File: src/rtl/hazard_controller_if.sv
// Bundle of ID-stage hazard inputs and pipeline control outputs for hazard_controller.
// master: pipeline side (drives ID fields, consumes controls). slave: the controller.
interface hazard_controller_if #(
  parameter int unsigned STALL_CNT_W = 16
);
  logic                   id_valid;
  logic [4:0]             id_rs;
  logic [4:0]             id_rt;
  logic                   id_uses_rs;
  logic                   id_uses_rt;
  logic                   id_reg_write;
  logic [4:0]             id_write_reg;
  logic                   id_mem_read;
  logic                   ex_branch_taken;

  logic                   pc_write;
  logic                   if_id_write;
  logic                   if_id_flush;
  logic                   id_ex_bubble;
  logic [1:0]             fwd_a_sel;
  logic [1:0]             fwd_b_sel;
  logic [STALL_CNT_W-1:0] stall_count;
  logic                   busy;

  modport master (
    output id_valid, id_rs, id_rt, id_uses_rs, id_uses_rt, id_reg_write, id_write_reg,
           id_mem_read, ex_branch_taken,
    input  pc_write, if_id_write, if_id_flush, id_ex_bubble, fwd_a_sel, fwd_b_sel,
           stall_count, busy
  );

  modport slave (
    input  id_valid, id_rs, id_rt, id_uses_rs, id_uses_rt, id_reg_write, id_write_reg,
           id_mem_read, ex_branch_taken,
    output pc_write, if_id_write, if_id_flush, id_ex_bubble, fwd_a_sel, fwd_b_sel,
           stall_count, busy
  );
endinterface

File: src/rtl/hazard_controller.sv
// Pipeline hazard controller for the ID stage of a 5-stage pipeline.
// Tracks in-flight writers in a private EX/MEM/WB scoreboard, stalls on RAW hazards,
// flushes IF/ID after taken branches and drives EX operand-forwarding selects.
// Optional feature macro: FORWARDING_EN (forwarding selects + load-use-only stalls).
// Without it, forwarding selects are tied to 00 and ID stalls until writers leave MEM.
// The interface instance must be built with the same STALL_CNT_W as this module.
module hazard_controller #(
  parameter int unsigned FLUSH_CYCLES = 1,
  parameter int unsigned STALL_CNT_W  = 16
) (
  input logic                clk,
  input logic                reset,
  hazard_controller_if.slave hc
);

  typedef struct packed {
    logic       valid;
    logic       reg_write;
    logic [4:0] dest;
    logic       mem_read;
    logic [4:0] rs;
    logic [4:0] rt;
    logic       uses_rs;
    logic       uses_rt;
  } sb_slot_t;

  typedef enum logic [1:0] {
    StRun   = 2'd0,
    StStall = 2'd1,
    StFlush = 2'd2
  } state_e;

  sb_slot_t               ex_q, mem_q, wb_q, id_slot;
  state_e                 state_q;
  logic [2:0]             flush_cnt_q;
  logic                   busy_q;
  logic [STALL_CNT_W-1:0] stall_cnt_q;

  logic                   hazard;
  logic                   stall_cyc;
  logic [1:0]             fwd_a, fwd_b;
  logic                   id_use_rs, id_use_rt;

  // True when slot s will write register r that the reader actually uses; r0 never matches.
  function automatic logic writes(sb_slot_t s, logic [4:0] r, logic used);
    return used & s.valid & s.reg_write & (s.dest != 5'd0) & (s.dest == r);
  endfunction

  assign id_use_rs = hc.id_valid & hc.id_uses_rs;
  assign id_use_rt = hc.id_valid & hc.id_uses_rt;

  // Capture the ID instruction in scoreboard-slot form.
  always_comb begin
    id_slot          = '0;
    id_slot.valid    = hc.id_valid;
    id_slot.reg_write = hc.id_reg_write;
    id_slot.dest     = hc.id_write_reg;
    id_slot.mem_read = hc.id_mem_read;
    id_slot.rs       = hc.id_rs;
    id_slot.rt       = hc.id_rt;
    id_slot.uses_rs  = hc.id_uses_rs;
    id_slot.uses_rt  = hc.id_uses_rt;
  end

`ifdef FORWARDING_EN
  // Only a load still in EX cannot be forwarded in time.
  assign hazard = ex_q.mem_read &
                  (writes(ex_q, hc.id_rs, id_use_rs) | writes(ex_q, hc.id_rt, id_use_rt));

  // Forwarding selects for the EX instruction; the younger MEM result wins over WB.
  always_comb begin
    fwd_a = 2'b00;
    fwd_b = 2'b00;
    if (writes(mem_q, ex_q.rs, ex_q.valid & ex_q.uses_rs))     fwd_a = 2'b01;
    else if (writes(wb_q, ex_q.rs, ex_q.valid & ex_q.uses_rs)) fwd_a = 2'b10;
    if (writes(mem_q, ex_q.rt, ex_q.valid & ex_q.uses_rt))     fwd_b = 2'b01;
    else if (writes(wb_q, ex_q.rt, ex_q.valid & ex_q.uses_rt)) fwd_b = 2'b10;
  end
`else
  // No bypass: wait until every pending writer has reached WB.
  assign hazard = writes(ex_q,  hc.id_rs, id_use_rs) | writes(ex_q,  hc.id_rt, id_use_rt) |
                  writes(mem_q, hc.id_rs, id_use_rs) | writes(mem_q, hc.id_rt, id_use_rt);
  assign fwd_a  = 2'b00;
  assign fwd_b  = 2'b00;
`endif

  // Slot fields not consumed by the selected hazard/forwarding logic.
  logic unused_sb;
  assign unused_sb = ^{ex_q, mem_q, wb_q};

  // Pipeline control: reset > branch > flush tail > hazard stall > normal.
  always_comb begin
    hc.pc_write     = 1'b1;
    hc.if_id_write  = 1'b1;
    hc.if_id_flush  = 1'b0;
    hc.id_ex_bubble = 1'b0;
    stall_cyc       = 1'b0;
    if (reset) begin
      hc.pc_write     = 1'b0;
      hc.if_id_write  = 1'b0;
      hc.if_id_flush  = 1'b1;
      hc.id_ex_bubble = 1'b1;
    end else if (hc.ex_branch_taken || (state_q == StFlush)) begin
      hc.if_id_flush  = 1'b1;
      hc.id_ex_bubble = 1'b1;
    end else if (hazard) begin
      hc.pc_write     = 1'b0;
      hc.if_id_write  = 1'b0;
      hc.id_ex_bubble = 1'b1;
      stall_cyc       = 1'b1;
    end
    hc.fwd_a_sel = reset ? 2'b00 : fwd_a;
    hc.fwd_b_sel = reset ? 2'b00 : fwd_b;
  end

  assign hc.busy        = busy_q;
  assign hc.stall_count = stall_cnt_q;

  // Scoreboard shift, stall counter and RUN/STALL/FLUSH state with registered busy.
  always_ff @(posedge clk or posedge reset) begin
    if (reset) begin
      ex_q        <= '0;
      mem_q       <= '0;
      wb_q        <= '0;
      state_q     <= StRun;
      flush_cnt_q <= 3'd0;
      busy_q      <= 1'b0;
      stall_cnt_q <= '0;
    end else begin
      wb_q  <= mem_q;
      mem_q <= ex_q;
      ex_q  <= (hc.id_ex_bubble || !hc.id_valid) ? '0 : id_slot;

      if (stall_cyc && (stall_cnt_q != {STALL_CNT_W{1'b1}})) begin
        stall_cnt_q <= stall_cnt_q + 1'b1;
      end

      if (hc.ex_branch_taken) begin
        // The branch cycle itself is the first flush cycle; FLUSH covers the rest.
        flush_cnt_q <= 3'(FLUSH_CYCLES - 1);
        if (FLUSH_CYCLES > 1) begin
          state_q <= StFlush;
          busy_q  <= 1'b1;
        end else begin
          state_q <= StRun;
          busy_q  <= 1'b0;
        end
      end else begin
        unique case (state_q)
          StRun: begin
            if (hazard) begin
              state_q <= StStall;
              busy_q  <= 1'b1;
            end
          end
          StStall: begin
            if (!hazard) begin
              state_q <= StRun;
              busy_q  <= 1'b0;
            end
          end
          StFlush: begin
            if (flush_cnt_q <= 3'd1) begin
              flush_cnt_q <= 3'd0;
              state_q     <= StRun;
              busy_q      <= 1'b0;
            end else begin
              flush_cnt_q <= flush_cnt_q - 3'd1;
            end
          end
          default: begin
            state_q <= StRun;
            busy_q  <= 1'b0;
          end
        endcase
      end
    end
  end

endmodule
File: src/flat_wrapper.sv
// flat-port wrapper written by rule: the top's interface ports become plain ports
module hazard_controller_flat 
#(
  parameter int unsigned FLUSH_CYCLES = 1,
  parameter int unsigned STALL_CNT_W  = 16
)
  (clk, reset, hc_id_valid, hc_id_rs, hc_id_rt, hc_id_uses_rs, hc_id_uses_rt, hc_id_reg_write, hc_id_write_reg, hc_id_mem_read, hc_ex_branch_taken, hc_pc_write, hc_if_id_write, hc_if_id_flush, hc_id_ex_bubble, hc_fwd_a_sel, hc_fwd_b_sel, hc_stall_count, hc_busy);
  hazard_controller_if #(.STALL_CNT_W(STALL_CNT_W)) hc_i ();
  input logic clk;
  input logic reset;
  input wire logic [$bits(hc_i.id_valid)-1:0] hc_id_valid;
  input wire logic [$bits(hc_i.id_rs)-1:0] hc_id_rs;
  input wire logic [$bits(hc_i.id_rt)-1:0] hc_id_rt;
  input wire logic [$bits(hc_i.id_uses_rs)-1:0] hc_id_uses_rs;
  input wire logic [$bits(hc_i.id_uses_rt)-1:0] hc_id_uses_rt;
  input wire logic [$bits(hc_i.id_reg_write)-1:0] hc_id_reg_write;
  input wire logic [$bits(hc_i.id_write_reg)-1:0] hc_id_write_reg;
  input wire logic [$bits(hc_i.id_mem_read)-1:0] hc_id_mem_read;
  input wire logic [$bits(hc_i.ex_branch_taken)-1:0] hc_ex_branch_taken;
  output wire logic [$bits(hc_i.pc_write)-1:0] hc_pc_write;
  output wire logic [$bits(hc_i.if_id_write)-1:0] hc_if_id_write;
  output wire logic [$bits(hc_i.if_id_flush)-1:0] hc_if_id_flush;
  output wire logic [$bits(hc_i.id_ex_bubble)-1:0] hc_id_ex_bubble;
  output wire logic [$bits(hc_i.fwd_a_sel)-1:0] hc_fwd_a_sel;
  output wire logic [$bits(hc_i.fwd_b_sel)-1:0] hc_fwd_b_sel;
  output wire logic [$bits(hc_i.stall_count)-1:0] hc_stall_count;
  output wire logic [$bits(hc_i.busy)-1:0] hc_busy;
  assign hc_i.id_valid = hc_id_valid;
  assign hc_i.id_rs = hc_id_rs;
  assign hc_i.id_rt = hc_id_rt;
  assign hc_i.id_uses_rs = hc_id_uses_rs;
  assign hc_i.id_uses_rt = hc_id_uses_rt;
  assign hc_i.id_reg_write = hc_id_reg_write;
  assign hc_i.id_write_reg = hc_id_write_reg;
  assign hc_i.id_mem_read = hc_id_mem_read;
  assign hc_i.ex_branch_taken = hc_ex_branch_taken;
  assign hc_pc_write = hc_i.pc_write;
  assign hc_if_id_write = hc_i.if_id_write;
  assign hc_if_id_flush = hc_i.if_id_flush;
  assign hc_id_ex_bubble = hc_i.id_ex_bubble;
  assign hc_fwd_a_sel = hc_i.fwd_a_sel;
  assign hc_fwd_b_sel = hc_i.fwd_b_sel;
  assign hc_stall_count = hc_i.stall_count;
  assign hc_busy = hc_i.busy;
  hazard_controller #(.FLUSH_CYCLES(FLUSH_CYCLES), .STALL_CNT_W(STALL_CNT_W)) u_core (.clk(clk), .reset(reset), .hc(hc_i));
endmodule
File: config.mk
export PLATFORM = sky130hd
export DESIGN_NAME = hazard_controller_flat
export DESIGN_NICKNAME = d
export VERILOG_FILES = /design/src/rtl/hazard_controller_if.sv /design/src/rtl/hazard_controller.sv /design/src/flat_wrapper.sv
export SDC_FILE = /design/constraint.sdc
export NUM_CORES = 1
export LEC_CHECK = 0
export BUFFER_PORTS_ARGS = -buffer_cell sky130_fd_sc_hd__buf_2
export CORE_MARGIN = 2
export CORE_UTILIZATION = 52
export CTS_BUF_LIST = sky130_fd_sc_hd__clkbuf_2 sky130_fd_sc_hd__clkbuf_4 sky130_fd_sc_hd__clkbuf_8
export CTS_CLUSTER_DIAMETER = 200
export DETAILED_ROUTE_END_ITERATION = 8
export HOLD_SLACK_MARGIN = 0.03
export PLACE_DENSITY = 0.79
export RECOVER_POWER = 100
export SETUP_SLACK_MARGIN = 0.15
export SLEW_MARGIN = 20
export SYNTH_ARGS = -nofsm -noshare
export SYNTH_HDL_FRONTEND = slang
export SYNTH_SLANG_ARGS = --single-unit
File: constraint.sdc
create_clock -name clk -period 2.8 [get_ports clk]
set_input_delay 0.56 -clock clk [delete_from_list [all_inputs] [get_ports clk]]
set_output_delay 0.56 -clock clk [all_outputs]
set_load 0.05 [all_outputs]
==> results.yml, run 1 <==
outcome:
  status: "complete, but fails checks"
  violations: "DRC, capacitance limit, slew limit"
synthesis:
  synth-xor-area-share_pct: 19.6
  synth_area_um2: 1560
  synth_compound_area_share_pct: 3.45
  synthMuxAreaShare_pct: 0.722
  synth.distinct_cells: 25
  synthAdderAreaFrac_pct: 0.802
  synthSimpleGateAreaFrac_pct: 20.6
  ys_ff_latch: 31
  avgSynthCellArea_um2: 10.9
  seq_area_frac_synth_pct: 49.7
  synth_cells: 143
  yosysWarningCount: 0
  synth_top_family_by_area: "simple AND/OR/NAND/NOR gates"
power_and_ir_drop:
  leakagePower_nw: 0.975
  power_density_nw_per_um2: 429
  ir_drop_mv: 0.312
setup_path:
  critPathLaunchType: "flop"
  required_ns: 2.24
  endpoint_kind: "output port"
  worst_path_max_delay_cell: "dfrtp_1"
  crit_chain: "or3_1, o311a_1, a22oi_4, buf_6, nand2_2, clkbuf_4"
  path_buf_inv: 2
  worstSetupPathType: "flop to output port"
  max_stage_delay_ns: 0.42
  critPathMaxFanout: 3
  path_delay_family: "compound AO/OA/AOI/OAI gates"
  cp.arrival_ns: 2.06
routing:
  first_pass_iters: 6
  drt_iter0_markers: 52
  met3_length_um: 239
  wl_met1_um: 1340
  wl_met2_um: 1620
  via_per_inst: 5.37
  via_count: 1214
  wl_per_cell_um: 14.5
  wirelength_um: 3280
  top_layer: "met4"
  drtAntennaViolNets: 0
  drc: 3
finish:
  num_antenna_cells: 0
  filler_cell_count: 228
  drive_gt1_share_pct: 22.1
  final_nets: 219
  area_growth_pct: 21.0
  final_cells: 226
  fin_area_um2: 1890
global_routing:
  antenna_found_initial: 0
  grt_pass1_wl_um: 5310
  grt_pass1_vias: 1197
  grt_overflow_total: 0
  grt_max_degree: 31
  track_usage_pct: 21.3
sta:
  fin_crit_ns: 2.62
  worst_pin_slew_ns: 1.54
  rsz0062_at_grt: "yes"
  fin_ws_ns: 0.183
  maxSlewViolCount: 31
  setup_violations: 0
  fmax_mhz: 382
  min_period_over_period_pct: 93.5
  max-slew-margin-rel_pct: -2.58
  fin_skew_ns: 0.00937
  final_hold_viol_count: 0
  setup_tns_ns: 0
floorplan:
  die_x_um: 58.8
  die_h_um: 58.8
  ioPinCount: 48
  die-area_um2: 3450
  num_rows: 19
  core_um2: 2810
  start_util_pct: 55.6
placement:
  place_inst: 211
  dpl_cell_area_um2: 1780
  gp_congestion: 0.872
  io_buffer_count: 42
  hpwl_um: 2300
  dp_slack_ns: 0.139
clocking:
  cts_tree: "yes"
  cts_buffers: 5
  clk_pin_slew_ns: 0.09
  hold_buffers: 0
  clock_latency_ns: 0.33
  cts_sinks: 31
  cts_max_level: 2
  clock-root-buffer: "clkbuf_4"
  cts.path.max_buffers: 2
run:
  maxCapViolations: 1
hold_path:
  min_path_type: "input port to asynchronous set/reset pin"
cell type report:
cell class	instances	area, um^2	area share [%]
flip-flops and latches	31	777	41.2
inverters	4	15.0	0.795
repair buffers	51	273	14.4
clock buffers	6	51.3	2.72
multi-input cells	102	728	38.6
well taps	31	38.8	2.05
clock inverters	1	5.00	0.265
path summary, 6_finish.rpt:
path | start | end | slack, ns | depth (start not counted)
max | u_core.mem_q[13] | hc_id_ex_bubble | 0.18 | 6
min | reset | u_core.hc.busy | 0.12 | 2
max reg2reg | u_core.mem_q[13] | u_core.hc.stall_count[1] | 0.41 | 9
min reg2reg | u_core.ex_q[18] | u_core.mem_q[18] | 0.37 | 0
max in group asynchronous | reset | u_core.ex_q[14] | 0.94 | 3
min in group clk | u_core.ex_q[18] | u_core.mem_q[18] | 0.37 | 0
through the flow:
step,util [%],hold WS [ns],power (mW)
5_1_grt,67.3,0.106,0.847
4_1_cts,66.6,0.0832,0.817
6_report,67.3,0.116,0.810
3_5_place_dp,63.3,0.361,0.557
3_3_place_gp,63.3,0.360,0.553
2_1_floorplan,-,0.354,0.531
sequential cells by signal, summed over array words and instances (netlist names):
signal and cells:
u_core.ex_q 7, u_core.hc.busy 1, u_core.mem_q 7, u_core.hc.stall_count 16
routing by layer:
metal  global-route usage (%)  up-vias
li1                         -      585
met1                     25.1      566
met2                     33.7       54
met3                     7.91        9
met4                     11.7        0
met5                        0        -
synthesized netlist by cell type (all sizes together):
library cell	count	share of area (%)
nand3	11	3.5
and3	5	2.0
nand4	5	2.0
clkbuf	2	0.48
nor4b	3	1.7
or3	2	0.80
o311a	2	1.3
a22oi	1	1.4
nor3b	2	0.96
o22ai	2	0.80
xor2	14	7.9
nor2	6	1.4
ha	1	0.80
conb	1	0.24
inv	4	0.96
and4	1	0.56
nor4	5	2.0
nor3	4	1.6
mux2	1	0.72
xnor2	21	12
and2	7	2.8
nand2	5	1.2
dfrtp	31	50
buf	7	3.4
layout by cell type (no fill, tap or decap):
cell,instances
dfrtp_1,30
xnor2_1,21
clkbuf_1,21
buf_2,20
xor2_1,14
nand3_1,11
clkbuf_4,6
buf_4,6
nand4_1,5
and3_1,5
nor4_1,5
inv_1,4
nor2_1,4
nand2_1,4
and2_0,4
nor3_1,4
conb_1,4
nor4b_1,3
and2_1,3
o22ai_1,2
or3_1,2
o311a_1,2
nor3b_1,2
buf_8,2
a22oi_4,1
and4_1,1
nor2_2,1
nand2_2,1
nor2_4,1
mux2_2,1
ha_1,1
clkbuf_8,1
clkinv_2,1
buf_6,1
dfrtp_2,1
where the power goes:
group	internal (mW)	switching, mW
sequential	0.453	0.00492
clock	0.116	0.139
combinational	0.0374	0.0603
logic make-up after synthesis:
| group | count (synthesis) |
|---|---|
| compound gates | 5 |
| xor+xnor | 35 |
| fa+ha+maj | 1 |
| buf+inv | 13 |
| flops | 31 |
| mux | 1 |
| other cells | 1 |
| simple gates | 56 |
what timing repair did:
action | in CTS | in global routing
endpoints found under the setup margin | 3 | 3
endpoints found under the hold margin | 0 | 0
buffers inserted | 3 | 5
pin swaps | 1 | 2
resized for setup | 5 | 7
worst reg2reg max path, delay by kind of cell (launching register included):
| kind | cells | cell delay, ns |
|---|---|---|
| xor gates and xnor gates | 1 | 0.16 |
| buffers and inverters | 3 | 0.48 |
| and+or+nand+nor | 2 | 0.47 |
| DFF | 1 | 0.42 |
| AOI/OAI and AO/OA | 2 | 0.39 |
| muxes | 1 | 0.38 |
(Power assumes the default switching activity.)
==> inputs of run 2 (changes only) <==
--- a/config.mk
+++ b/config.mk
@@ -13,7 +13,7 @@
 export DETAILED_ROUTE_END_ITERATION = 8
 export HOLD_SLACK_MARGIN = 0.03
 export PLACE_DENSITY = 0.79
-export RECOVER_POWER = 100
+export RECOVER_POWER = 25
 export SETUP_SLACK_MARGIN = 0.15
 export SLEW_MARGIN = 20
 export SYNTH_ARGS = -nofsm -noshare
==> run 2 against run 1 <==
Compared with the run above:
- final area is 1.9% higher
- the flow still finishes with violations (DRC, capacitance limit, slew limit)
- combinational power is 2% higher
- utilization is 1.2 points higher
- flip-flop and latch count stayed put
- largest power group unchanged
- critical path depth stayed put
- critical endpoint is now hc_if_id_write
- clock power hardly changed
==> results.yml, run 2 (synthesis results as in run 1) <==
placement:
  io_buffer_count: 42
  hpwl_um: 2300
  gp_congestion: 0.872
  dpl_cell_area_um2: 1780
power_and_ir_drop:
  power_density_nw_per_um2: 423
  ir_drop_mv: 0.314
  leakagePower_nw: 1.06
sta:
  fin_skew_ns: 0.00990
  max-slew-margin-rel_pct: -3.47
  setup_tns_ns: 0
  worst_pin_slew_ns: 1.55
  final_hold_viol_count: 0
  fmax_mhz: 386
  min_period_over_period_pct: 92.6
  setup_violations: 0
  maxSlewViolCount: 31
  fin_crit_ns: 2.59
  rsz0062_at_grt: "yes"
global_routing:
  grt_overflow_total: 0
  track_usage_pct: 21.3
  grt_pass1_wl_um: 5310
  antenna_found_initial: 0
  grt_pass1_vias: 1197
  grt_max_degree: 31
routing:
  first_pass_iters: 6
  wl_per_cell_um: 14.6
  drc: 3
  via_count: 1229
  drt_iter0_markers: 49
  drtAntennaViolNets: 0
  wirelength_um: 3290
  via_per_inst: 5.44
finish:
  final_common_cell: "buf_2"
  mostFrequentLayoutCells: "buf_2, dfrtp_1, xnor2_1"
  num_antenna_cells: 0
  final_nets: 219
  fin_area_um2: 1920
  area_growth_pct: 23.3
  largest_reg_flops: 16
  drive_gt1_share_pct: 32.3
floorplan:
  die_h_um: 58.8
  core_um2: 2810
  ioPinCount: 48
  die_x_um: 58.8
  num_rows: 19
  start_util_pct: 55.6
  die-area_um2: 3450
clocking:
  cts.path.max_buffers: 2
  cts_tree: "yes"
  cts_sinks: 31
  cts_max_level: 2
  hold_buffers: 0
  clock-root-buffer: "clkbuf_4"
  clock_latency_ns: 0.33
  clk_pin_slew_ns: 0.09
  cts_buffers: 5
setup_path:
  endpoint_kind: "output port"
  max_stage_delay_ns: 0.42
  cp.arrival_ns: 2.03
  crit_chain: "or3_1, o311a_1, a22oi_4, nor2_2, nor2_4, buf_8"
  rrSetupSlack_ns: 0.51
  regToRegStartpoint: "u_core.mem_q[13]"
  critPathMaxFanout: 3
  required_ns: 2.24
  worstSetupPathType: "flop to output port"
  worst_path_max_delay_cell: "dfrtp_1"
  r2r-end: "u_core.hc.stall_count[1]"
  critPathLaunchType: "flop"
  r2r_cells: 9
run:
  maxCapViolations: 1
hold_path:
  min_path_type: "input port to asynchronous set/reset pin"
outcome:
  status: "complete, but fails checks"
  violations: "DRC, capacitance limit, slew limit"
==> run 2: cell types whose count changed in the layout (fill, tap and decap cells not counted), moves of 4 or more <==
cell      previous run  this run
clkbuf_1            21         2
and2_1               3         7
and2_0               4         0
buf_2               20        38
==> run 2: critical path: cells and delay by family (launching register included) <==
kind | cells | cell delay [ns]
and+or+nand+nor | 3 | 0.56
AOI/OAI and AO/OA | 2 | 0.57
DFF | 1 | 0.42
buffers and inverters | 1 | 0.16
==> run 2: how the worst max path moves through the flow <==
stage	start	to	slack, ns	cells past startpoint
after floorplan	u_core.mem_q[14]	hc_pc_write	0.15	7
after global placement	u_core.ex_q[14]	hc_if_id_write	0.16	6
after detailed placement	u_core.ex_q[14]	hc_pc_write	0.14	6
after CTS	u_core.mem_q[13]	hc_pc_write	0.15	6
after global routing	u_core.ex_q[14]	hc_if_id_write	0.11	6
final	u_core.mem_q[13]	hc_if_id_write	0.21	6
==> run 2: cell type report <==
cell class,count,area [um^2]
Inverter,4,15.0
Sequential cell,31,777
Clock inverter,1,5.00
Timing Repair Buffer,51,303
Tap cell,31,38.8
Multi-Input combinational cell,102,733
Clock buffer,6,51.3
Fill cell,208,882
==> run 2: repair_timing <==
action	4_1_cts	5_1_grt
gates resized for setup	5	7
buffers inserted	3	5
pin swaps	1	2
setup endpoints to repair	3	3
==> run 2: report_power, final <==
group | total (mW) | leakage [nW] | internal [mW] | switching, mW
combinational | 0.0993 | 0.602 | 0.0386 | 0.0607
clock | 0.257 | 0.0341 | 0.116 | 0.141
sequential | 0.458 | 0.422 | 0.453 | 0.00502
==> run 2: routing by layer <==
layer  wire length [um]  global-route usage [%]  part of all wire, %
met5                  0                       0                    0
met4                 80                    11.7                  2.4
met3                243                    7.91                  7.4
met2               1610                    33.7                   49
met1               1360                    25.1                   41
==> run 2: metrics by stage <==
stage	power [mW]	hold WS [ns]	cells	setup slack, ns	util [%]
2_1_floorplan	0.531	0.354	146	0.152	-
3_3_place_gp	0.553	0.360	211	0.160	63.3
3_5_place_dp	0.557	0.361	211	0.139	63.3
4_1_cts	0.817	0.0832	221	0.152	66.6
5_1_grt	0.848	0.106	226	0.110	68.6
6_report	0.814	0.115	226	0.206	68.6
==> inputs of run 3 (changes only) <==
--- a/config.mk
+++ b/config.mk
@@ -12,7 +12,7 @@
 export CTS_CLUSTER_DIAMETER = 200
 export DETAILED_ROUTE_END_ITERATION = 8
 export HOLD_SLACK_MARGIN = 0.03
-export PLACE_DENSITY = 0.79
+export PLACE_DENSITY = 0.84
 export RECOVER_POWER = 25
 export SETUP_SLACK_MARGIN = 0.15
 export SLEW_MARGIN = 20
==> run 3 against run 2 <==
Compared with the run above:
- utilization down 0.62 points
- via count barely moved
- flip-flop and latch count unchanged
- critical endpoint is now hc_id_ex_bubble
- clock skew is 0.0016 ns lower
- sequential share of layout area is 0.31 points higher
- worst hold slack got worse by 0.0098 ns
- the run still ends with DRC, capacitance limit, slew limit left
- die area unchanged
- final area down 0.91%
- power increased by 5.7%
- maximum frequency rose by 0.39%
- clock power increased by 19%
==> results.yml, run 3 (synthesis results as in run 1) <==
placement:
  gp_congestion: 0.865
  hpwl_um: 2380
  io_buffer_count: 42
  dpl_cell_area_um2: 1780
routing:
  drtAntennaViolNets: 0
  via_per_inst: 5.49
  first_pass_iters: 7
  via_count: 1230
  drc: 4
  drt_iter0_markers: 45
  wl_per_cell_um: 14.6
  wirelength_um: 3270
floorplan:
  ioPinCount: 48
  die_h_um: 58.8
  die_x_um: 58.8
  num_rows: 19
  core_um2: 2810
  die-area_um2: 3450
  start_util_pct: 55.6
sta:
  min_period_over_period_pct: 92.3
  fin_skew_ns: 0.00826
  fmax_mhz: 387
  maxSlewViolCount: 31
  max-slew-margin-rel_pct: -2.27
  final_hold_viol_count: 0
  rsz0062_at_grt: "yes"
  fin_crit_ns: 2.58
  worst_pin_slew_ns: 1.53
  setup_tns_ns: 0
  setup_violations: 0
power_and_ir_drop:
  p_comb_share_pct: 11.3
  power_density_nw_per_um2: 451
  power.clock.fraction_pct: 35.4
  power.switching_mw: 0.224
  leakagePower_nw: 1.04
  ir_drop_mv: 0.308
  swShare_pct: 26.0
  internal_power_mw: 0.636
  seqPwrFrac_pct: 53.3
outcome:
  status: "complete, but fails checks"
  violations: "DRC, capacitance limit, slew limit"
clocking:
  cts_max_level: 2
  cts_tree: "yes"
  cts_sinks: 31
  clock_latency_ns: 0.33
  hold_buffers: 0
  clock-root-buffer: "clkbuf_4"
  cts_buffers: 5
  clk_pin_slew_ns: 0.10
  cts.path.max_buffers: 2
setup_path:
  required_ns: 2.24
  worstSetupPathType: "flop to output port"
  critPathMaxFanout: 2
  endpoint_kind: "output port"
  cp.arrival_ns: 2.02
  critPathLaunchType: "flop"
global_routing:
  grt_max_degree: 31
  track_usage_pct: 21.1
  grt_pass1_vias: 1236
  antenna_found_initial: 0
  grt_pass1_wl_um: 5420
  grt_overflow_total: 0
finish:
  area_growth_pct: 22.1
  final_nets: 216
  largest_reg_flops: 16
  drive_gt1_share_pct: 30.1
  mostFrequentLayoutCells: "buf_2, dfrtp_1, xnor2_1"
  final_common_cell: "buf_2"
  num_antenna_cells: 0
  fin_area_um2: 1910
hold_path:
  min_path_type: "input port to asynchronous set/reset pin"
run:
  maxCapViolations: 1
==> run 3: cell count changes in the layout (fill, tap and decap cells not counted), sizes merged <==
cell | previous run | this run
clkinvlp | 0 | 1
clkinv | 1 | 0
buf | 49 | 45
clkbuf | 8 | 10
==> run 3: worst paths after layout <==
| path | startpoint | end | slack (ns) | cells after the start |
|---|---|---|---|---|
| max | u_core.mem_q[14] | hc_id_ex_bubble | 0.22 | 6 |
| min | reset | u_core.hc.busy | 0.10 | 2 |
| max reg2reg | u_core.ex_q[14] | u_core.hc.stall_count[1] | 0.47 | 9 |
| min reg2reg | u_core.ex_q[19] | u_core.mem_q[19] | 0.39 | 0 |
| max in group asynchronous | reset | u_core.mem_q[16] | 1.07 | 3 |
| min in group clk | u_core.ex_q[19] | u_core.mem_q[19] | 0.39 | 0 |
==> run 3: cell type report <==
| type | count | area [um^2] |
|---|---|---|
| Fill cell | 220 | 900 |
| Timing Repair Buffer | 48 | 273 |
| Inverter | 4 | 15.0 |
| Multi-Input combinational cell | 102 | 731 |
| Clock inverter | 1 | 7.51 |
| Clock buffer | 7 | 65.1 |
| Sequential cell | 31 | 776 |
| Tap cell | 31 | 38.8 |
==> run 3: per-layer routing <==
metal	global-route usage [%]	wire length, um	vias to the layer above
li1	-	-	581
met5	0	0	-
met3	5.27	172	13
met2	33.3	1630	49
met1	26.7	1370	587
met4	11.0	97	0
==> run 3: worst max-delay path: stages, from the launching register on <==
cell,delay [ns]
dfrtp_1,0.38
or3_1,0.37
o311a_1,0.33
a22oi_4,0.22
buf_4,0.15
nand2_1,0.06
buf_6,0.17
==> run 3: timing repair <==
action,in CTS,in global routing
gates resized for setup,3,6
setup buffers,2,3
pin swaps,1,0
setup endpoints to repair,3,3
==> run 3: power groups by stage <==
| stage | Clock, mW | Combinational, mW | Sequential, mW |
|---|---|---|---|
| 2_1_floorplan | 0 | 0.0649 | 0.466 |
| 3_3_place_gp | 0 | 0.0867 | 0.467 |
| 3_5_place_dp | 0 | 0.0900 | 0.468 |
| 4_1_cts | 0.313 | 0.0919 | 0.459 |
| 5_1_grt | 0.326 | 0.105 | 0.459 |
| 6_report | 0.305 | 0.0971 | 0.458 |
==> run 3: through the flow <==
stage	power (mW)	worst slack, ns	util (%)	hold WS, ns	cells
4_1_cts	0.864	0.133	66.7	0.0826	221
3_5_place_dp	0.558	0.124	63.3	0.383	211
5_1_grt	0.889	0.123	67.9	0.103	224
3_3_place_gp	0.553	0.155	63.3	0.360	211
2_1_floorplan	0.531	0.152	-	0.354	146
6_report	0.860	0.216	67.9	0.105	224
